===== src/rtl/cgra_switch_pkg.sv =====
// Shared definitions for CGRA switch cells.
//   clog2          : constant ceiling-log2 used to size select fields
//   sel_width      : select field width for a given input count (codes 0..NUM_IN)
//   cfg_width      : config word width (select field plus one reg_mode bit)
//   reg_mode_bit   : bit position of reg_mode inside a config word
//   SEL_LSB        : bit position of the select field LSB
//   cfg_cmd_e      : 2-bit config command used by fabric scan sequences,
//                    bit 0 = shift enable, bit 1 = update
package cgra_switch_pkg;

  function automatic int clog2(input int value);
    int r;
    r = 0;
    for (int i = 0; i < 32; i++) begin
      if ((1 << r) < value) r = r + 1;
    end
    return r;
  endfunction

  function automatic int sel_width(input int num_in);
    return clog2(num_in + 1);
  endfunction

  function automatic int cfg_width(input int num_in);
    return sel_width(num_in) + 1;
  endfunction

  function automatic int reg_mode_bit(input int cfg_w);
    return cfg_w - 1;
  endfunction

  localparam int SEL_LSB = 0;

  typedef enum logic [1:0] {
    CFG_IDLE         = 2'b00,
    CFG_SHIFT        = 2'b01,
    CFG_UPDATE       = 2'b10,
    CFG_SHIFT_UPDATE = 2'b11
  } cfg_cmd_e;

endpackage


===== src/rtl/cfg_shadow_chain.sv =====
// Serial config shift chain with a shadow (active) register.
//   clk        : clock
//   rst_n      : synchronous active-low reset, clears chain and active word
//   shift_in   : serial data in, enters at the LSB
//   shift_en   : shift the chain one position towards the MSB
//   update     : copy the chain into the active word
//   shift_out  : chain MSB, feeds the next cell in the scan path
//   active     : live config word
module cfg_shadow_chain #(
  parameter int WIDTH = 5
) (
  input  logic             clk,
  input  logic             rst_n,
  input  logic             shift_in,
  input  logic             shift_en,
  input  logic             update,
  output logic             shift_out,
  output logic [WIDTH-1:0] active
);

  logic [WIDTH-1:0] chain;

  // Both registers sample the pre-edge chain, so a simultaneous shift and
  // update loads the word that was complete before this edge.
  always_ff @(posedge clk) begin
    if (!rst_n) begin
      chain  <= '0;
      active <= '0;
    end else begin
      if (shift_en) chain  <= {chain[WIDTH-2:0], shift_in};
      if (update)   active <= chain;
    end
  end

  assign shift_out = chain[WIDTH-1];

endmodule


===== src/rtl/fullyconn_nx1_reg.sv =====
// N-input, 1-output CGRA switch cell with scan-loaded routing config.
//   config_clk    : clock for config and data paths
//   config_reset  : synchronous active-low reset
//   config_in     : serial config in
//   config_en     : config chain shift enable
//   config_update : copy chain into the active config
//   config_out    : serial config out (chain MSB)
//   in_bus        : packed inputs, input k = in_bus[k*SIZE +: SIZE]
//   stall         : hold the output register
//   out0          : selected data, combinational or registered per reg_mode
//   cfg_err       : active select code addresses no input
module fullyconn_nx1_reg
  import cgra_switch_pkg::*;
#(
  parameter int NUM_IN = 15,
  parameter int SIZE   = 32
) (
  input  logic                   config_clk,
  input  logic                   config_reset,
  input  logic                   config_in,
  input  logic                   config_en,
  input  logic                   config_update,
  output logic                   config_out,
  input  logic [NUM_IN*SIZE-1:0] in_bus,
  input  logic                   stall,
  output logic [SIZE-1:0]        out0,
  output logic                   cfg_err
);

  localparam int SEL_W        = sel_width(NUM_IN);
  localparam int CFG_W        = cfg_width(NUM_IN);
  localparam int REG_MODE_BIT = reg_mode_bit(CFG_W);

  logic [CFG_W-1:0] active;
  logic [SEL_W-1:0] sel;
  logic             reg_mode;
  logic [SIZE-1:0]  mux_out;
  logic [SIZE-1:0]  out_p1;

  cfg_shadow_chain #(
    .WIDTH(CFG_W)
  ) u_cfg (
    .clk      (config_clk),
    .rst_n    (config_reset),
    .shift_in (config_in),
    .shift_en (config_en),
    .update   (config_update),
    .shift_out(config_out),
    .active   (active)
  );

  assign reg_mode = active[REG_MODE_BIT];
  assign sel      = active[SEL_LSB +: SEL_W];

  // Codes >= NUM_IN match no input and leave the output at zero.
  always_comb begin
    mux_out = '0;
    for (int k = 0; k < NUM_IN; k++) begin
      if (sel == SEL_W'(k)) mux_out = in_bus[k*SIZE +: SIZE];
    end
  end

  assign cfg_err = (sel >= SEL_W'(NUM_IN));

  // Stage p0 -> p1: tracks mux_out in both modes so a switch into
  // registered mode shows an already-valid value.
  always_ff @(posedge config_clk) begin
    if (!config_reset) begin
      out_p1 <= '0;
    end else if (!stall) begin
      out_p1 <= mux_out;
    end
  end

  assign out0 = reg_mode ? out_p1 : mux_out;

endmodule


===== config.mk =====
export PLATFORM = sky130hd
export DESIGN_NAME = fullyconn_nx1_reg
export DESIGN_NICKNAME = d
export VERILOG_FILES = /design/src/rtl/cgra_switch_pkg.sv /design/src/rtl/cfg_shadow_chain.sv /design/src/rtl/fullyconn_nx1_reg.sv
export SDC_FILE = /design/constraint.sdc
export NUM_CORES = 1
export LEC_CHECK = 0
export ABC_AREA = 1
export CAP_MARGIN = 20
export CORE_AREA = 5 5 201 203
export DETAILED_ROUTE_END_ITERATION = 10
export DIE_AREA = 0 0 206 208
export MAX_ROUTING_LAYER = met4
export PLACE_DENSITY = 0.51
export SYNTH_ARGS = -nofsm -noshare
export SYNTH_HDL_FRONTEND = slang
export SYNTH_SLANG_ARGS = --single-unit

===== constraint.sdc =====
create_clock -name config_clk -period 5.6 [get_ports config_clk]
set_clock_uncertainty 0.2 [all_clocks]
set_input_delay 0.84 -clock config_clk [delete_from_list [all_inputs] [get_ports config_clk]]
set_output_delay 0.84 -clock config_clk [all_outputs]
set_load 0.02 [all_outputs]

# Word level (Yosys, flattened, before mapping)
# Cells that the tools add are included.
# word_totals
mem_count	0
ram_bits	0
latchBits	0
reg_bits	42
rom_bits	0
out_inout_bits	34
input_bits	486
# classes
addsub	0
n_mul	0
shift	0
eq_ne	14
div_mod_pow	0
muxes	16
bitwise	0
reduce_logical	1
n_lt_le_gt_ge	1
# op_table
cell	count
2-to-1 mux 32 bit	16
== test 4 bit, second input constant	7
== test 4 x 3 -> 1 bit, second input constant	4
== test 4 x 2 -> 1 bit, second input constant	2
== test 4 x 1 -> 1 bit, second input constant	1
>= comparator 4 bit, second input constant	1
logical NOT 4 bit	1

# Depth between registers and ports, before layout
# Gate-level depths: netlist of run 1.
# logic_depth
depth_word	17
mapped_depth	15

# By module
# A second synthesis of run 1 with hierarchy kept.
# hier_totals
hier_cells	1242
hier_area_um2	6032.0
# modules_own_cells
mod	cells_per_inst	area_per_inst_um2	n_inst
fullyconn_nx1_reg	1183	5620.4	1
cfg_shadow_chain	59	411.6	1

# Least setup slack after synthesis of run 1
# OpenSTA, ideal clock, no wires.
# synth_path
path_kind	reg2out
startpoint	reg u_cfg.active[3]
endpoint	out out0[7]
stages_incl_launch_ff	12
path_slack_ns	2.801
required_ns	4.560
arrival_ns	1.759
path_cell_list	dfxtp_1 > inv_1 > nor2_1 > inv_1 > nor2_1 > clkbuf_1 > nand2_1 > nand4_1 > nor2_1 > nand4_1 > nand2_1 > o21ai_1
# synth_between
elab_chain_len	17
word_cells_on_any_way	31
cone_classes	14 x eq/ne; 16 x mux; 1 x reduce/logical
# synth_rtl
item	line_no	source
start: declaration	cfg_shadow_chain.sv:18	output logic [WIDTH-1:0] active
start signal: assignment	cfg_shadow_chain.sv:31	if (update) active <= chain;
logical NOT 4 bit	fullyconn_nx1_reg.sv:59	if (sel == SEL_W'(k)) mux_out = in_bus[k*SIZE +: SIZE];
2-to-1 mux 32 bit (14 in series)	fullyconn_nx1_reg.sv:59	
2-to-1 mux 32 bit *	fullyconn_nx1_reg.sv:59	
2-to-1 mux 32 bit *	fullyconn_nx1_reg.sv:75	assign out0 = reg_mode ? out_p1 : mux_out;
end: declaration	fullyconn_nx1_reg.sv:26	output logic [SIZE-1:0] out0,
# Every way passes the cells marked *; elsewhere a longest branch is shown, timed or not.

# Worst setup path after layout of run 1
# layout_path
startpoint	reg u_cfg.active[1]
endpoint	out out0[9]
# Same word-level chain as after synthesis.

==> results of run 1 <==
==> power by group through the flow <==
stage / combinational [mW] / sequential, mW / clock, mW
after floorplan: 0.362 / 0.343 / 0
after global placement: 0.988 / 0.346 / 0
after detailed placement: 0.994 / 0.346 / 0
after CTS: 1.00 / 0.340 / 0.318
after global routing: 1.08 / 0.343 / 0.332
final: 0.995 / 0.340 / 0.307
==> stage by stage <==
| stage | total power, mW | hold slack, ps |
|---|---|---|
| after global routing | 1.75 | 335 |
| after detailed placement | 1.34 | 293 |
| after floorplan | 0.705 | 267 |
| after CTS | 1.66 | 306 |
| final | 1.64 | 306 |
| after global placement | 1.33 | 292 |
==> cell usage after synthesis (all sizes together) <==
cell | count | area share, %
or2 | 47 | 5.1
clkbuf | 48 | 3.1
o21ai | 43 | 3.7
nor2 | 186 | 13
a21oi | 56 | 4.9
nand2 | 437 | 28
dfxtp | 42 | 15
inv | 86 | 5.6
nand3 | 123 | 11
clkinv | 1 | 0.065
buf | 24 | 2.1
nand4 | 85 | 9.2
==> kinds of logic after synthesis <==
kind of cell           synth area share [%]
buffers and inverters                  10.8
and+or+nand+nor                        66.0
DFF                                    14.6
AOI/OAI and AO/OA                      8.58
==> cell usage in the layout, fill, tap and decap left out, drive strengths merged <==
cell           Yosys  final
dfxtp             42     42
nor2             186    186
nand3            123    123
buf               24     22
diode              0      9
nand2            437    437
o21ai             43     43
clkinvlp           0      1
clkdlybuf4s50      0    519
inv               86     86
clkbuf            48      5
or2               47     47
nand4             85     85
clkinv             1      3
a21oi             56     56
==> state kept, by name, summed over array words and instances, names as in the netlist <==
register	flops
out_p1	32
u_cfg.active	5
u_cfg.chain	5
==> area by class of cell <==
class                           instances  area [um2]
Fill cell                            4310       26500
Timing Repair Buffer                  541        5430
Multi-Input combinational cell        977        4360
Sequential cell                        42         841
Tap cell                              518         648
Inverter                               87         327
Clock buffer                            5         125
Antenna cell                            9        22.5
Clock inverter                          3        21.3
==> worst min-delay path: cells and delay by family, from the launching register on <==
family | cells | cell delay (ps)
DFF | 1 | 320
and+or+nand+nor | 2 | 150
==> per-layer routing <==
metal	wire length [um]	track usage (%)	share of wire (%)
met3	3930	4.87	8.5
met4	833	4.68	1.8
met5	0	-	0
met1	19400	25.5	42
met2	22300	35.0	48
==> worst paths after layout <==
| check | startpoint | end | slack [ps] | cells past startpoint |
|---|---|---|---|---|
| worst max-delay path | u_cfg.active[1]$_SDFFE_PN0P_ | out0[9] | 960 | 14 |
| worst min-delay path | u_cfg.chain[0]$_SDFFE_PN0P_ | u_cfg.chain[1]$_SDFFE_PN0P_ | 310 | 2 |
| worst max register to register | u_cfg.active[1]$_SDFFE_PN0P_ | out_p1[9]$_SDFFE_PN0N_ | 2650 | 13 |
| worst min register to register | u_cfg.chain[0]$_SDFFE_PN0P_ | u_cfg.chain[1]$_SDFFE_PN0P_ | 310 | 2 |
==> impl_metrics.ini, run 1 <==
[clock_tree]
cts_num_sinks = 42
clk_pin_slew_ps = 70
root_buffer = clkbuf_16
postCtsHoldBufs = 0
clkLatencyLatePin_ps = 290
post-cts-setup-buffers = 0
htree_levels = 2
clk_path_buf_depth = 2
cts_tree = yes
cts_resized = 0
cts_buffers = 5

[drt]
viasPerCell = 4.38
first_pass_iters = 5
drc = 0
drtIter0Drc = 646
wl_per_cell_um = 21.3
drtAntennaViolNets = 0
wl_mm = 46.5
vias = 9550

[layout]
area_growth_pct = 104
drive_gt1_share_pct = 4.59
fin_nets = 2140
final_cell_area_um2 = 11800
stdcell_count = 2182
final_util_pct = 30.7

[timing]
hold_viol_final = 0
tightest_slew_ps = 1080
rsz0062_at_grt = false
setup_ws_ps = 963
max_slew_margin_pct = 28.0
maxClockFrequency_mhz = 216
min_period_ps = 4640
period_share_pct = 82.8
maxSlewViolCount = 0
timing.final.setup_violations = 0
fin_tns_setup_ps = 0

[floorplanning]
die_h_um = 208
core_area_um2 = 38300
ioPinCount = 520
dieArea_um2 = 42800
die_w_um = 206
row_count = 72
start_util_pct = 15.1

[critical_path]
worstPathCellList = inv_2 > nor2_4 > buf_4 > nand2_2 > inv_2 > a21oi_1 > nand4_1 > nand2_1 > nand4_1 > nand2_1 > nand4_1 > nand2_1 > nand2_1 > clkdlybuf4s50_1
critPathBufInv = 4
crit_arrival_ps = 3600
critical-path-max-stage-delay_ps = 640
critPathKind = flip-flop to output port
start_kind = flip-flop
crit_required_ps = 4560
slowest_stage = clkdlybuf4s50_1
crit_top_cell = nand2_1
crit_family = buffers and inverters
endpoint_kind = output port
crit_path_max_fanout = 29

[pwr]
p_switching_mw = 0.644
peakVddDrop_v = 0.0000895
power.internal_mw = 0.998
p_per_area_nw_per_um2 = 139
p_clk_share_pct = 18.7
p_sw_share_pct = 39.2
power.share.sequential_pct = 20.7
p_leak_nw = 4.76
combPwrFrac_pct = 60.6

[placed_design]
hpwl_mm = 38.3
numPortBuffers = 519
dpl_cell_area_um2 = 11600
place_congestion = 0.954
placed_cells = 2164
dp_slack_ps = 1200

[logic_synthesis]
syn_inst = 1178
yosysWarnings = 0
ys_ff_latch = 42
ys_types = 20
syn_area_um2 = 5770
syn_nets = 1664
synth.avg_cell_area_um2 = 4.90
ys_seq_area_share_pct = 14.6

[global_route]
antenna_found_initial = 9
grt_pass1_wl_mm = 65.0
grt_max_degree = 47
first_global_vias = 9856
grt_usage_pct = 20.9
grt_overflow = 0

[status]
status = finished clean

[run]
maxCapViolations = 0

[hold_path]
hp-class = flip-flop to flip-flop
(Power assumes the default switching activity.)
==> run 2, diff against run 1 <==
--- a/config.mk
+++ b/config.mk
@@ -7,11 +7,11 @@
 export LEC_CHECK = 0
 export ABC_AREA = 1
 export CAP_MARGIN = 20
-export CORE_AREA = 5 5 201 203
+export CORE_AREA = 5 5 202 204
 export DETAILED_ROUTE_END_ITERATION = 10
-export DIE_AREA = 0 0 206 208
+export DIE_AREA = 0 0 207 209
 export MAX_ROUTING_LAYER = met4
-export PLACE_DENSITY = 0.51
+export PLACE_DENSITY = 0.52
 export SYNTH_ARGS = -nofsm -noshare
 export SYNTH_HDL_FRONTEND = slang
 export SYNTH_SLANG_ARGS = --single-unit
==> constraint.sdc (replaced) <==
create_clock -name config_clk -period 3.7 [get_ports config_clk]
set_clock_uncertainty 0.2 [all_clocks]
set_input_delay 0.555 -clock config_clk [delete_from_list [all_inputs] [get_ports config_clk]]
set_output_delay 0.555 -clock config_clk [all_outputs]
set_load 0.02 [all_outputs]
==> impl_metrics.ini, run 2 (synthesized netlist as in run 1, its figures left out) <==
[layout]
largest_reg_flops = 32
drive_gt1_share_pct = 7.06
mostFrequentLayoutCell = clkdlybuf4s50_1
regArea_um2 = 845
multiInputGateArea_um2 = 4390
mostFrequentLayoutCells = 489 x clkdlybuf4s50_1, 429 x nand2_1, 170 x nor2_1, 123 x nand3_1, 85 x nand4_1
fin_nets = 2171
final_cell_area_um2 = 12200
area_growth_pct = 111
largestRegisters = out_p1 (32), u_cfg.active (5), u_cfg.chain (5)
final_util_pct = 31.2
nFillCells = 4369
top_register = out_p1

[global_route]
grt_pass1_wl_mm = 62.7
grt_max_degree = 50
grt_overflow = 0
antenna_found_initial = 5
first_global_vias = 9562
grt_usage_pct = 19.6

[pwr]
power.internal_mw = 1.61
p_clk_share_pct = 20.9
p_leak_nw = 5.23
p_switching_mw = 0.967
combPwrFrac_pct = 59.1
p_per_area_nw_per_um2 = 211
power.share.sequential_pct = 20.0
peakVddDrop_v = 0.000133
p_sw_share_pct = 37.6
total_power_mw = 2.58

[critical_path]
critPathKind = flip-flop to output port
crit_path_max_fanout = 7
worst-r2r-setup-slack_ps = 1220
r2r_end = out_p1[22]$_SDFFE_PN0N_
crit_arrival_ps = 2750
endpoint_kind = output port
crit_required_ps = 2940
critical-path-max-stage-delay_ps = 650
start_kind = flip-flop
critPathLaunch = u_cfg.active[3]$_SDFFE_PN0P_
worstPathCellList = buf_4 > nor2_4 > buf_4 > nand2_2 > nor2_1 > nor2_1 > nand4_1 > nand2_1 > nand4_1 > nor2_1 > nand4_1 > nand2_1 > o21ai_1 > clkdlybuf4s50_1
r2r_start = u_cfg.active[1]$_SDFFE_PN0P_
slowest_stage = clkdlybuf4s50_1
rr_worst_depth = 15

[clock_tree]
clk_path_buf_depth = 2
root_buffer = clkbuf_16
clkLatencyLatePin_ps = 290
cts_buffers = 5
cts_num_sinks = 42
htree_levels = 2
cts_tree = yes
clk_pin_slew_ps = 70

[floorplanning]
row_count = 73
die_h_um = 209
ioPinCount = 520
start_util_pct = 14.8
core_area_um2 = 39100
die_w_um = 207
dieArea_um2 = 43300

[drt]
first_pass_iters = 5
drtIter0Drc = 766
drc = 0
drtAntennaViolNets = 0
wl_per_cell_um = 20.0
viasPerCell = 4.34
wl_mm = 44.2
vias = 9614

[hold_path]
worstHoldStart = u_cfg.chain[2]$_SDFFE_PN0P_
hold_depth = 2
hp-class = flip-flop to flip-flop
hold_end = u_cfg.chain[3]$_SDFFE_PN0P_

[timing]
maxSlewViolCount = 0
max_slew_margin_pct = 48.7
hold_viol_final = 0
rsz0062_at_grt = false
tightest_slew_ps = 767
maxClockFrequency_mhz = 285
period_share_pct = 94.7
timing.final.setup_violations = 0
min_period_ps = 3500
fin_tns_setup_ps = 0

[status]
status = finished clean

[placed_design]
numPortBuffers = 519
hpwl_mm = 36.9
dpl_cell_area_um2 = 11900
place_congestion = 0.972

[run]
maxCapViolations = 0
## run 2: cell count changes in the layout (fill, tap and decap cells not counted), moves of 5 or more
| cell | previous run | this run |
|---|---|---|
| nand2_2 | 2 | 8 |
| dlygate4sd2_1 | 0 | 5 |
| buf_4 | 18 | 43 |
| nand2_1 | 435 | 429 |
| clkdlybuf4s50_1 | 519 | 489 |
| dlymetal6s2s_1 | 0 | 23 |
| buf_12 | 1 | 11 |
## run 2: per-stage QoR
step	setup WS [ps]	cells	hold slack [ps]
floorplan	1190	1178	267
global placement	96.4	2198	293
detailed placement	92.0	2198	295
CTS	-5.45	2207	304
global route	25.0	2215	331
finish	196	2215	310
## run 2: routing by layer
layer	share of wire [%]	global-route usage [%]	wire, um	vias to the layer above
li1	-	-	-	4796
met1	44	25.1	19400	4343
met2	46	31.5	20500	435
met3	8.1	4.94	3590	40
met4	1.6	4.13	709	0
met5	0	-	0	-
## run 2: timing repair
action / CTS / global route
resized for setup: 13 / 29
cloned: 0 / 1
endpoints found under the setup margin: 28 / 25
pin swaps: 2 / 4
hold buffers: 0 / 0
buffers inserted: 2 / 2
## run 2: power groups by stage
stage / clock network, mW / logic (mW) / registers (mW)
after global routing: 0.567 / 1.65 / 0.520
after detailed placement: 0 / 1.52 / 0.524
after CTS: 0.554 / 1.53 / 0.514
final: 0.538 / 1.52 / 0.516
after floorplan: 0 / 0.547 / 0.519
after global placement: 0 / 1.52 / 0.522
## run 2: worst max-delay path, delay by kind of cell (launching register included)
| family | cells | cell delay [ps] |
|---|---|---|
| and+or+nand+nor | 10 | 1000 |
| DFF | 1 | 310 |
| buffers and inverters | 3 | 1010 |
| AOI/OAI and AO/OA | 1 | 130 |
## run 2: how the worst max path moves through the flow
stage	to	slack (ps)
after floorplan	out0[7]	1190
after global placement	out0[11]	100
after detailed placement	out0[11]	90
after CTS	out0[4]	-5
after global routing	out0[10]	30
final	out0[7]	200
## run 2: layout make-up
type	instances	share of cell area [%]
repair buffers	572	47.5
multi-input cells	977	36.0
flip-flops and latches	42	6.92
well taps	525	5.39
inverters	87	2.70
clock buffers	6	1.14
clock inverters	1	0.246
diodes	5	0.103
